<file path="src/rtl/store_merger_pkg.sv">
// Shared types and constants for the store merger and its lane-merge helper.
package store_merger_pkg;

   localparam int LANES = 8;

   typedef enum logic [1:0] {
      ST_SD = 2'b00,
      ST_SW = 2'b01,
      ST_SH = 2'b10,
      ST_SB = 2'b11
   } st_type_e;

   typedef enum logic [1:0] {
      IDLE = 2'b00,
      RD   = 2'b01,
      WR   = 2'b10,
      RESP = 2'b11
   } state_e;

   localparam logic [1:0] ERR_OK       = 2'b00;
   localparam logic [1:0] ERR_MISALIGN = 2'b01;
   localparam logic [1:0] ERR_TIMEOUT  = 2'b10;

endpackage

</file>
<file path="src/rtl/store_lane_merge.sv">
// Combinational byte-lane merge: places the low bytes of wdata into the old
// doubleword at the naturally aligned lane selected by st_type and offset.
module store_lane_merge
   import store_merger_pkg::*;
(
   input  logic [LANES*8-1:0] old_word_i,
   input  logic [LANES*8-1:0] wdata_i,
   input  st_type_e           st_type_i,
   input  logic [2:0]         offset_i,
   output logic [LANES*8-1:0] merged_o
);

   logic [2:0]         base;
   logic [LANES-1:0]   laneMask;
   logic [LANES-1:0]   shiftedMask;
   logic [LANES*8-1:0] shiftedData;

   // Offset bits below the access size are dropped, giving natural alignment.
   always_comb begin
      base     = 3'd0;
      laneMask = 8'hFF;
      case (st_type_i)
         ST_SD: begin base = 3'd0;                   laneMask = 8'hFF; end
         ST_SW: begin base = {offset_i[2], 2'b00};   laneMask = 8'h0F; end
         ST_SH: begin base = {offset_i[2:1], 1'b0};  laneMask = 8'h03; end
         ST_SB: begin base = offset_i;               laneMask = 8'h01; end
         default: begin base = 3'd0;                 laneMask = 8'hFF; end
      endcase
      shiftedMask = laneMask << base;
      shiftedData = wdata_i << {base, 3'b000};
      merged_o    = old_word_i;
      for (int i = 0; i < LANES; i++) begin
         if (shiftedMask[i]) begin
            merged_o[i*8 +: 8] = shiftedData[i*8 +: 8];
         end
      end
   end

endmodule

</file>
<file path="src/rtl/store_merger.sv">
// Read-modify-write store path for sd/sw/sh/sb into a 64-bit doubleword memory.
// Define STORE_MERGER_MISALIGN_TRAP_EN to trap misaligned stores with err 01.
module store_merger
   import store_merger_pkg::*;
#(
   parameter int ADDR_W      = 64,
   parameter int DATA_W      = 64,
   parameter int ACK_TIMEOUT = 16
) (
   input  logic              clk,
   input  logic              rst_n,
   input  logic              start,
   input  logic [1:0]        st_type,
   input  logic [ADDR_W-1:0] addr,
   input  logic [DATA_W-1:0] wdata,
   output logic              busy,
   output logic              done,
   output logic [1:0]        err_code,
   output logic              mem_req,
   output logic              mem_we,
   output logic [ADDR_W-1:0] mem_addr,
   output logic [DATA_W-1:0] mem_wdata,
   input  logic [DATA_W-1:0] mem_rdata,
   input  logic              mem_ack
);

   localparam int CNT_W = (ACK_TIMEOUT > 2) ? $clog2(ACK_TIMEOUT) : 1;
   localparam logic [CNT_W-1:0] CNT_LIMIT = CNT_W'(ACK_TIMEOUT - 1);

   state_e            state_q;
   st_type_e          type_q;
   logic [2:0]        off_q;
   logic [DATA_W-1:0] wdata_q;
   logic [DATA_W-1:0] wbuf_q;
   logic [DATA_W-1:0] wbuf_d;
   logic [ADDR_W-1:0] mem_addr_q;
   logic [CNT_W-1:0]  cnt_q;
   logic              busy_q;
   logic              done_q;
   logic              mem_req_q;
   logic              mem_we_q;
   logic [1:0]        err_q;
   logic              misalign;

`ifdef STORE_MERGER_MISALIGN_TRAP_EN
   always_comb begin
      misalign = 1'b0;
      case (st_type_e'(st_type))
         ST_SD:   misalign = |addr[2:0];
         ST_SW:   misalign = |addr[1:0];
         ST_SH:   misalign = addr[0];
         default: misalign = 1'b0;
      endcase
   end
`else
   assign misalign = 1'b0;
`endif

   store_lane_merge u_merge (
      .old_word_i (mem_rdata),
      .wdata_i    (wdata_q),
      .st_type_i  (type_q),
      .offset_i   (off_q),
      .merged_o   (wbuf_d)
   );

   // Every output is registered and changes together with the state it belongs to.
   always_ff @(posedge clk) begin
      if (!rst_n) begin
         state_q    <= IDLE;
         type_q     <= ST_SD;
         off_q      <= 3'd0;
         wdata_q    <= '0;
         wbuf_q     <= '0;
         mem_addr_q <= '0;
         cnt_q      <= '0;
         busy_q     <= 1'b0;
         done_q     <= 1'b0;
         mem_req_q  <= 1'b0;
         mem_we_q   <= 1'b0;
         err_q      <= ERR_OK;
      end else begin
         done_q <= 1'b0;
         case (state_q)
            IDLE: begin
               if (start) begin
                  type_q     <= st_type_e'(st_type);
                  off_q      <= addr[2:0];
                  wdata_q    <= wdata;
                  mem_addr_q <= {addr[ADDR_W-1:3], 3'b000};
                  cnt_q      <= '0;
                  busy_q     <= 1'b1;
                  if (misalign) begin
                     state_q <= RESP;
                     done_q  <= 1'b1;
                     err_q   <= ERR_MISALIGN;
                  end else if (st_type_e'(st_type) == ST_SD) begin
                     wbuf_q    <= wdata;
                     state_q   <= WR;
                     mem_req_q <= 1'b1;
                     mem_we_q  <= 1'b1;
                  end else begin
                     state_q   <= RD;
                     mem_req_q <= 1'b1;
                     mem_we_q  <= 1'b0;
                  end
               end
            end
            RD: begin
               if (mem_ack) begin
                  wbuf_q   <= wbuf_d;
                  state_q  <= WR;
                  mem_we_q <= 1'b1;
                  cnt_q    <= '0;
               end else if (cnt_q == CNT_LIMIT) begin
                  state_q   <= RESP;
                  mem_req_q <= 1'b0;
                  done_q    <= 1'b1;
                  err_q     <= ERR_TIMEOUT;
               end else begin
                  cnt_q <= cnt_q + 1'b1;
               end
            end
            WR: begin
               if (mem_ack) begin
                  state_q   <= RESP;
                  mem_req_q <= 1'b0;
                  mem_we_q  <= 1'b0;
                  done_q    <= 1'b1;
                  err_q     <= ERR_OK;
               end else if (cnt_q == CNT_LIMIT) begin
                  state_q   <= RESP;
                  mem_req_q <= 1'b0;
                  mem_we_q  <= 1'b0;
                  done_q    <= 1'b1;
                  err_q     <= ERR_TIMEOUT;
               end else begin
                  cnt_q <= cnt_q + 1'b1;
               end
            end
            RESP: begin
               state_q <= IDLE;
               busy_q  <= 1'b0;
               err_q   <= ERR_OK;
            end
            default: state_q <= IDLE;
         endcase
      end
   end

   assign busy      = busy_q;
   assign done      = done_q;
   assign err_code  = err_q;
   assign mem_req   = mem_req_q;
   assign mem_we    = mem_we_q;
   assign mem_addr  = mem_addr_q;
   assign mem_wdata = wbuf_q;

endmodule

</file>
<file path="config.mk">
export PLATFORM = sky130hd
export DESIGN_NAME = store_merger
export DESIGN_NICKNAME = d
export VERILOG_FILES = /design/src/rtl/store_merger_pkg.sv /design/src/rtl/store_lane_merge.sv /design/src/rtl/store_merger.sv
export SDC_FILE = /design/constraint.sdc
export NUM_CORES = 1
export LEC_CHECK = 0
export CAP_MARGIN = 20
export CELL_PAD_IN_SITES_DETAIL_PLACEMENT = 1
export CELL_PAD_IN_SITES_GLOBAL_PLACEMENT = 1
export CORE_MARGIN = 2
export CORE_UTILIZATION = 33
export DETAILED_ROUTE_END_ITERATION = 10
export PLACE_DENSITY = 0.8
export SLEW_MARGIN = 20
export SYNTH_ARGS = -nofsm -noshare
export SYNTH_HDL_FRONTEND = slang
export SYNTH_SLANG_ARGS = --single-unit
</file>
<file path="constraint.sdc">
create_clock -name clk -period 2.5 [get_ports clk]
set_input_delay 0.25 -clock clk [delete_from_list [all_inputs] [get_ports clk]]
set_output_delay 0.25 -clock clk [all_outputs]
set_load 0.01 [all_outputs]
</file>
---- Yosys cells after proc, flatten, opt, wreduce, memory -nomap -nowiden ----
Cells that the tools add are included.
storage, ports and cells
  flip-flop bits (word level) ............. 206
  bits of input ports ..................... 198
  output and inout bits ................... 134
  word-level logic and storage cells ...... 87
cells by class
  $add $sub $neg .......................... 1
  equal/unequal tests ..................... 13
  shift-type cells ........................ 2
  muxes and demuxes ....................... 45
  bitwise gates (word level) .............. 1
  reduce and logical (&&, ||, !) cells .... 13
operators by type and width
  operator                                                               count
  64-bit two-way mux                                                     3
  64-bit case mux with 2 select lines                                    1
  8-bit two-way mux                                                      8
  64-bit by 6-bit << shifter with 64-bit output                          1
  8-bit case mux with 4 select lines                                     1
  2-bit two-way mux                                                      8
  4-bit two-way mux                                                      4
  1-bit two-way mux                                                      12
  3-bit case mux with 4 select lines                                     1
  4-bit case mux with 3 select lines                                     1
  2-bit != test, second input constant                                   5
  2-bit equality test, second input constant                             4
  2-bit case mux with 4 select lines                                     1
  4-bit AND reduction                                                    2
  8-bit by 3-bit << shifter with 8-bit output                            1
  2-bit zero test                                                        3
  1-bit case mux with 3 select lines                                     2
  2-bit case mux with 3 select lines                                     1
  2-bit AND reduction                                                    3
  3-bit AND reduction                                                    2
  4-bit by 1-bit adder with 4-bit output, second input constant          1
  2-bit by 1-bit equality test with 1-bit output, second input constant  2
  4-bit equality test, second input constant                             1
  1-bit case mux with 2 select lines                                     2
  other kinds (4)                                                        5

---- Depth between registers and ports, before layout ----
  depth after elaboration ................. 6
  depth in mapped cells ................... 10
  gate-level depth less buffers ........... 7

---- By module ----
A second synthesis with hierarchy kept.
second synthesis, totals
  cell total of the unflattened synthesis .. 1155
  area total of the unflattened synthesis .. 9830.7 um^2
by module, submodules not included
  module            instances  cells each  area each (um^2)
  store_merger      1          937         8225.4
  store_lane_merge  1          218         1605.3

---- Worst setup path before layout ----
Ideal clock, no wire load.
  path type ............................... register -> register
  from .................................... reg state_q[1]
  to ...................................... reg wbuf_q[10], in the netlist mem_wdata[10]
  setup time .............................. 0.070 ns
  arrival time ............................ 1.923 ns
  required time ........................... 2.430 ns
  slack ................................... 0.508 ns
  cell stages (with the launch flop) ...... 11
  clock period less this slack ............ 1.992 ns
  cells stage by stage .................... dfxtp_1 > inv_1 > ha_1 > buf_2 > mux2i_1 > a21o_1 > buf_2 > buf_2 > buf_2 > a21oi_1 > a21oi_1
between the ends
  word-level cells in the longest chain between the ends .. 3
  elaborated cells between the ends (all ways) .. 8
  those cells by class .................... eq/ne: 4; mux: 1; reduce/logical: 3
ends and longest elaborated chain
  element                                                                            RTL line             RTL
  start, declared                                                                    store_merger.sv:30   state_e state_q;
  start signal, assigned                                                             store_merger.sv:70   state_q <= IDLE;
  start signal, assigned                                                             store_merger.sv:94   state_q <= RESP;
  start signal, assigned                                                             store_merger.sv:99   state_q <= WR;
  2-bit by 1-bit equality test with 1-bit output or 2-bit zero test (tied branches)  store_merger.sv:84   case (state_q)
  2-bit != test (no line) or 2-bit nonzero test (tied branches)                      -
  4-bit AND reduction (no line)                                                      -
  end signal, assigned                                                               store_merger.sv:98   wbuf_q <= wdata;
  end signal, assigned                                                               store_merger.sv:111  wbuf_q <= wbuf_d;
  end, declared                                                                      store_merger.sv:34   logic [DATA_W-1:0] wbuf_q;
Parallel ways exist; a longest one is shown, timed or not.
A chain may end at the register's enable or synchronous reset.

---- Worst setup path in the final report ----
  from .................................... reg state_q[1]
  to ...................................... reg wbuf_q[42], in the netlist mem_wdata[42]
Same word-level chain as after synthesis.

==> flow_summary.yaml <==
grt:
  antenna_found_initial: 4
  gr-total-overflow: 0
  grt_util_all_layers_pct: 28.6
  grt_pass1_vias: 11800
  grt_pass1_wl_um: 70200
  grt_max_degree: 135
worst_hold_path:
  hold_path_class: "input pin to flop"
synthesis:
  synth_cells: 1340
  postSynth.asyncResetShare_pct: 0
  ys_seq_area_share_pct: 41.0
  ys.warnings.count: 0
  syn_area_um2: 10100
  synth_seq_cells: 206
  synth_edf_count: 0
  synth_ff_type: "dfxtp_1"
  synth.distinct_cells: 63
  syn_area_per_cell_um2: 7.51
die:
  rows: 63
  fp.dieW_um: 179
  start_util_pct: 33.8
  coreArea_um2: 29800
  die_h_um: 179
  ios: 332
  dieArea_um2: 31900
flow_run:
  maxCapViolCount: 0
sta:
  fmax_mhz: 420
  skew_ns: 0.0289
  final.min_clock_period_ns: 2.38
  timing.setup.tns_ns: 0
  slew_viol_final: 0
  relSlewSlack_pct: 35.4
  finalCritPeriodShare_pct: 95.3
  tightest_slew_ns: 0.965
  rsz0062_at_grt: "no"
  finalSetupViolations: 0
  finalHoldViolations: 0
clock_tree:
  clkTransAtPathRegs_ns: 0.06
  postCtsSetupBuffers: 0
  cts_sinks: 206
  cts_resized: 0
  clk-insertion-delay-late_ns: 0.54
  clockRootBuffer: "clkbuf_16"
  clk_path_buf_depth: 3
  htree_levels: 1
  cts-buffers-inserted: 24
  cts_tree: "done"
  cts_hold_buf: 0
drt:
  drtAntennaViolNets: 0
  via_count: 11600
  drc: 0
  initialDrtViolationCount: 1058
  firstDrtPassIters: 5
  vias_per_cell: 5.65
  detail_route.wl_per_cell_um: 22.9
  wl_um: 47000
critical_path:
  cp_data_required_time_ns: 2.91
  end_kind: "flop"
  worstSetupPathType: "flop to flop"
  critPathLaunchType: "flop"
  crit_path_max_fanout: 5
  critPathArrivalTime_ns: 2.80
power_and_ir_drop:
  total_power_mw: 16.7
  p_leak_nw: 5.60
  power_density_nw_per_um2: 1120
  ir_drop_v: 0.000559
final_layout:
  finalNetCount: 1845
  final_cells: 2052
  fill_cells: 3582
  multiInputGateArea_um2: 5410
  seq_area_um2: 4120
  drive_gt1_share_pct: 7.66
  syn2layout_area_growth_pct: 47.9
placement:
  dpl.cell_count: 2005
  io_buffers: 328
  dpl.hpwl_um: 34300
  gp_congestion: 1.01
outcome:
  status: "finished, final reports clean"
## cell usage after synthesis (4+ instances only)
| cell | instances | area share, % |
|---|---|---|
| a211oi_1 | 5 | 0.37 |
| a21o_1 | 10 | 0.75 |
| a21oi_1 | 221 | 11 |
| a221oi_1 | 25 | 2.2 |
| a22o_1 | 8 | 0.70 |
| a2bb2oi_1 | 8 | 0.70 |
| a31o_2 | 9 | 0.78 |
| a31oi_1 | 17 | 1.1 |
| and3_1 | 4 | 0.25 |
| buf_1 | 5 | 0.19 |
| buf_2 | 25 | 1.2 |
| buf_4 | 7 | 0.52 |
| clkbuf_1 | 80 | 3.0 |
| dfxtp_1 | 206 | 41 |
| ha_1 | 6 | 0.75 |
| inv_1 | 17 | 0.63 |
| mux2i_1 | 40 | 4.0 |
| nand2_1 | 362 | 14 |
| nand2b_1 | 6 | 0.37 |
| nand3_1 | 20 | 0.99 |
| nand4b_1 | 6 | 0.52 |
| nor2_1 | 38 | 1.4 |
| nor2b_1 | 6 | 0.37 |
| nor3_1 | 16 | 0.80 |
| o211ai_1 | 31 | 2.3 |
| o21a_1 | 8 | 0.60 |
| o21ai_0 | 78 | 3.9 |
| o221ai_1 | 7 | 0.61 |
| o22ai_1 | 9 | 0.56 |
| o311ai_1 | 4 | 0.35 |
| o31ai_1 | 8 | 0.60 |
| o32ai_1 | 4 | 0.35 |
## flip-flops by register name, indices dropped and copies added (netlist names)
register   cells
mem_wdata     64
busy           1
off_q          3
err_code       2
cnt_q          4
state_q        2
done           1
type_q         2
mem_we         1
mem_addr      61
wdata_q       64
mem_req        1
## cells by family after synthesis
| kind of cell | synth area share (%) |
|---|---|
| other | 0.0373 |
| adder cells (fa/ha/maj) | 0.746 |
| flip-flops | 41.0 |
| buffers and inverters | 5.65 |
| AND/OR/NAND/NOR | 19.4 |
| multiplexers | 4.32 |
| AO/OA/AOI/OAI | 28.8 |
## per-layer routing
| metal | vias to the layer above | GRT usage, % | routed length, um |
|---|---|---|---|
| met5 | - | 0 | 7 |
| met4 | 2 | 12.5 | 2150 |
| met3 | 127 | 7.46 | 4350 |
| met2 | 570 | 46.8 | 21700 |
| met1 | 5576 | 35.3 | 18900 |
| li1 | 5326 | - | - |
## per-stage QoR
stage                     area (um2)  utilization [%]  hold WS [ns]  setup WS (ns)
after floorplan                10100                -         0.386          0.508
after global placement         14000             47.1         0.437          0.111
after detailed placement       14000             47.1         0.449         0.0938
after CTS                      14900             49.9         0.135          0.208
after global routing           14900             49.9         0.186         0.0813
final                          14900             49.9         0.160          0.117
## layout by cell type (no fill, tap or decap), types with 9 or more instances in the layout
master	Yosys	routed
buf_12	0	15
a31o_2	9	9
nand3_1	20	20
nor2_1	38	38
a221oi_1	25	25
a31oi_1	17	17
a21o_1	10	9
mux2i_1	40	40
o21ai_0	78	77
clkdlybuf4s50_1	0	327
o22ai_1	9	9
dfxtp_1	206	206
inv_1	17	17
buf_4	7	47
o211ai_1	31	31
nor3_1	16	16
a21oi_1	221	221
clkbuf_16	0	24
nand2_1	362	361
## power breakdown
group / total [mW] / internal (mW) / switching [mW] / leakage (nW)
clock: 3.83 / 2.33 / 1.49 / 0.414
combinational: 7.91 / 3.38 / 4.53 / 3.49
sequential: 4.93 / 4.19 / 0.744 / 1.69
total: 16.7 / 9.90 / 6.77 / 5.60
## critical path: stages (launching register included)
cell,delay [ns]
dfxtp_1,0.43
inv_1,0.14
ha_4,0.20
mux2i_1,0.18
buf_4,0.18
a211oi_4,0.32
and3_1,0.43
nand3_1,0.24
o311ai_1,0.16
## cell type report
cell class	count	share of cell area, %
multi-input cells	1000	36.3
flip-flops and latches	206	27.7
repair buffers	390	26.4
clock buffers	35	4.65
well taps	390	3.28
clock inverters	9	1.07
inverters	19	0.496
diodes	3	0.0504
## path summary, 6_finish.rpt
check	start	endpoint	slack, ns	cells after the start
max	state_q[1]$_SDFFE_PN0P_	mem_wdata[42]$_SDFFE_PN0P_	0.12	8
min	rst_n	cnt_q[0]$_SDFFE_PN0P_	0.16	3
max reg2reg	state_q[1]$_SDFFE_PN0P_	mem_wdata[42]$_SDFFE_PN0P_	0.12	8
min reg2reg	wdata_q[56]$_SDFFE_PN0P_	wdata_q[56]$_SDFFE_PN0P_	0.46	2
(Power assumes the default switching activity.)
